File: src/rtl/omsp_mem_rdpipe.sv
// RD_LAT-deep valid/data shift register; a stage only reloads when fed a valid entry,
// so the last stage holds the previous result during bubbles. reset_n=0 flushes it.
module omsp_mem_rdpipe #(
  parameter int DW     = 16,
  parameter int RD_LAT = 1
) (
  input  logic          mclk,
  input  logic          reset_n,
  input  logic          in_vld,
  input  logic [DW-1:0] in_data,
  output logic          out_vld,
  output logic [DW-1:0] out_data
);

  logic [RD_LAT-1:0] vld_q, vld_d;
  logic [DW-1:0]     data_q [RD_LAT];
  logic [DW-1:0]     data_d [RD_LAT];

  always_comb begin
    vld_d     = '0;
    vld_d[0]  = in_vld;
    data_d[0] = in_vld ? in_data : data_q[0];
    for (int i = 1; i < RD_LAT; i++) begin
      vld_d[i]  = vld_q[i-1];
      data_d[i] = vld_q[i-1] ? data_q[i-1] : data_q[i];
    end
  end

  always_ff @(posedge mclk) begin
    if (!reset_n) begin
      vld_q <= '0;
      for (int i = 0; i < RD_LAT; i++) data_q[i] <= '0;
    end else begin
      vld_q  <= vld_d;
      data_q <= data_d;
    end
  end

  assign out_vld  = vld_q[RD_LAT-1];
  assign out_data = data_q[RD_LAT-1];

endmodule

File: config.mk
export PLATFORM = sky130hd
export DESIGN_NAME = omsp_mem_rdpipe
export DESIGN_NICKNAME = d
export VERILOG_FILES = /design/src/rtl/omsp_mem_rdpipe.sv
export SDC_FILE = /design/constraint.sdc
export NUM_CORES = 1
export LEC_CHECK = 0
export ABC_AREA = 1
export BUFFER_PORTS_ARGS = -buffer_cell sky130_fd_sc_hd__buf_2
export CAP_MARGIN = 10
export CORE_UTILIZATION = 49
export CTS_BUF_LIST = sky130_fd_sc_hd__clkbuf_2
export DETAILED_ROUTE_END_ITERATION = 6
export GPL_TIMING_DRIVEN = 0
export PLACE_DENSITY = 0.93
export SLEW_MARGIN = 20
export SYNTH_ARGS = -nofsm -noshare
export SYNTH_HDL_FRONTEND = slang
export SYNTH_SLANG_ARGS = --single-unit
File: constraint.sdc
create_clock -name mclk -period 1.3 [get_ports mclk]
set_input_delay 0.39 -clock mclk [delete_from_list [all_inputs] [get_ports mclk]]
set_output_delay 0.39 -clock mclk [all_outputs]
set_load 0.005 [all_outputs]
==> metrics.cfg <==
[outcome]
status=finished, final reports clean

[place]
placedCellCount=153
io_buffers=33
place.gp.congestion=0.6798
dp_hpwl_um=985.2
postPlaceCellArea_um2=905.9

[critical_path]
critPathArrivalTime_ps=770
critPathTopFamily=flip-flops
cp_slowest_stage_delay_ps=370
cp_max_fo=2
critPathKind=flip-flop to primary output
critPathLaunch=out_data[14]
path_buf_inv=1
reg2reg_from=out_data[13]
crit_path_start_kind=flip-flop
endpoint_kind=primary output
required_ps=910
crit_chain=buf_2
cpMaxStageDelayCell=dfxtp_1

[sta]
fin_skew_ps=0
setup_viol=0
drv_slew=0
period_needed_ps=1158
hold_viol=0
tns_ps=0
fmax_mhz=863.5
relSlewSlack=0.9030
fin_hold_ws_ps=364.1
worst_slew_pin_slew_ps=145.4
finalCritPeriodShare=0.8908
rsz0062_at_grt=no

[clocking]
post_cts_buffers=0
clock_sinks=17
cts_buffers=3
cts_tree=done
cts-root-buf=clkbuf_2
htree_levels=1
clk_latency_ps=280
clk_pin_slew_ps=150
clockBufferDepth=2
postCtsHoldBufs=0
cts_resized=0

[finish]
post-route-cell-area_um2=925.9
n_antenna_cell=0
instances_no_fill=157
area_delta_synth_final_pct=28.25
drive_gt1_frac=0.3028
nNetsFinal=162

[power_and_ir_drop]
p_leak_uw=0.0005858
pwr-share-clk=0.239
power.switching_uw=248.6
p_seq_frac=0.587
p_per_area_mw_per_mm2=1054
peakVddDrop_mv=0.6912
internal_power_uw=727.7
sw_frac_of_total=0.2546
fin_total_pwr_uw=976.3
p_comb_frac=0.174

[routing]
ant_nets=0
post_drt_wl_per_cell_um=8.121
drc=0
routed_via_density=4.268
dr_total_vias=670
drt_pass1_iterations=2
wl_um=1275
drt_iter0_drc=5

[synth]
yosys.area.top_type=dfxtp_1
synth_nets=124
yosysTopAreaCellShare=0.4714
synth_fa_ha_area_frac=0
synthCells=105
synthMuxAreaShare=0
yosysUniqueCellTypes=8
synth-compound-area-share=0
synth_area_leaders=dfxtp_1, nand2_1, nor2_1, inv_1, buf_8
netlist_area_um2=721.9
yosys.area_share.simple=0.3380
synth_top_family_by_area=simple AND/OR/NAND/NOR gates
yosysSeqAreaShare=0.4714
syn_area_per_cell_um2=6.876
ys_seq_elements=17
yosys_warnings=0
synth_xor_area_frac=0

[global_route]
grt_max_degree=11
first_global_vias=517
grt_pass1_wl_um=1945
grt_remaining_overflow=0
antenna_found_initial=0
grt_usage=0.1856

[hold_path]
hold_start=reset_n
hold_path_class=primary input to flip-flop

[floorplan]
die-area_mm2=0.001631
initial_core_util=0.5413
fp.dieH_um=40.39
ios=36
dieWidth_um=40.39
fp-row-count=13
core_region_area_mm2=0.001334

[run]
maxCapViolations=0

==> state kept, by name (all words and copies together), names as in the netlist <==
name      count
out_data     16
out_vld       1
==> per-stage QoR <==
step	util	setup WS [ps]
5_1_grt	0.6942	60.61
2_1_floorplan	-	406.6
3_3_place_gp	0.6792	379.3
3_5_place_dp	0.6792	360.2
4_1_cts	0.6942	130.6
6_report	0.6942	141.9
==> cells by family (layout without fill, tap and decap cells) <==
kind of cell  Yosys count  after routing
simple gates           65             65
buf+inv                23             60
flops                  17             17
==> cells in the mapped netlist <==
cell	number
buf_6	2
nor2_1	32
nand2_1	33
inv_1	17
dfxtp_1	17
clkbuf_8	1
buf_8	2
buf_4	1
==> path summary, 6_finish.rpt <==
path | endpoint | slack (ps) | cells after the start
min | out_data[3] | 360 | 3
max reg2reg | out_data[13] | 720 | 2
min reg2reg | out_data[0] | 480 | 2
max | out_data[14] | 140 | 1
==> routing by layer <==
| layer | wire, µm | global-route usage | up-vias |
|---|---|---|---|
| met5 | 0 | 0 | - |
| met4 | 18 | 0.1250 | 0 |
| li1 | - | - | 367 |
| met3 | 94 | 0.05000 | 4 |
| met1 | 580 | 0.1954 | 273 |
| met2 | 582 | 0.3175 | 26 |
==> placed cells by master (no fill, tap or decap) <==
master	synthesis	layout
clkbuf_8	1	1
buf_6	2	2
buf_8	2	2
nor2_1	32	32
dfxtp_1	17	17
inv_1	17	17
buf_4	1	1
clkbuf_2	0	4
buf_2	0	33
nand2_1	33	33
==> power groups by stage <==
| stage | Clock [µW] | Sequential (µW) | Combinational [µW] |
|---|---|---|---|
| 2_1_floorplan | 0 | 589 | 96.3 |
| 3_3_place_gp | 0 | 583 | 166 |
| 3_5_place_dp | 0 | 585 | 172 |
| 4_1_cts | 241 | 574 | 172 |
| 5_1_grt | 272 | 579 | 196 |
| 6_report | 233 | 573 | 170 |
==> cell type report <==
| type | count | area (µm²) |
|---|---|---|
| fill | 120 | 407.9 |
| buffer | 6 | 73.82 |
| inverter | 17 | 63.81 |
| sequential | 17 | 340.3 |
| clock buffer | 4 | 20.02 |
| multi-input combinational | 65 | 244.0 |
| timing repair buffer | 33 | 165.2 |
| tap | 15 | 18.77 |
Power figures use the tool's default switching activity.
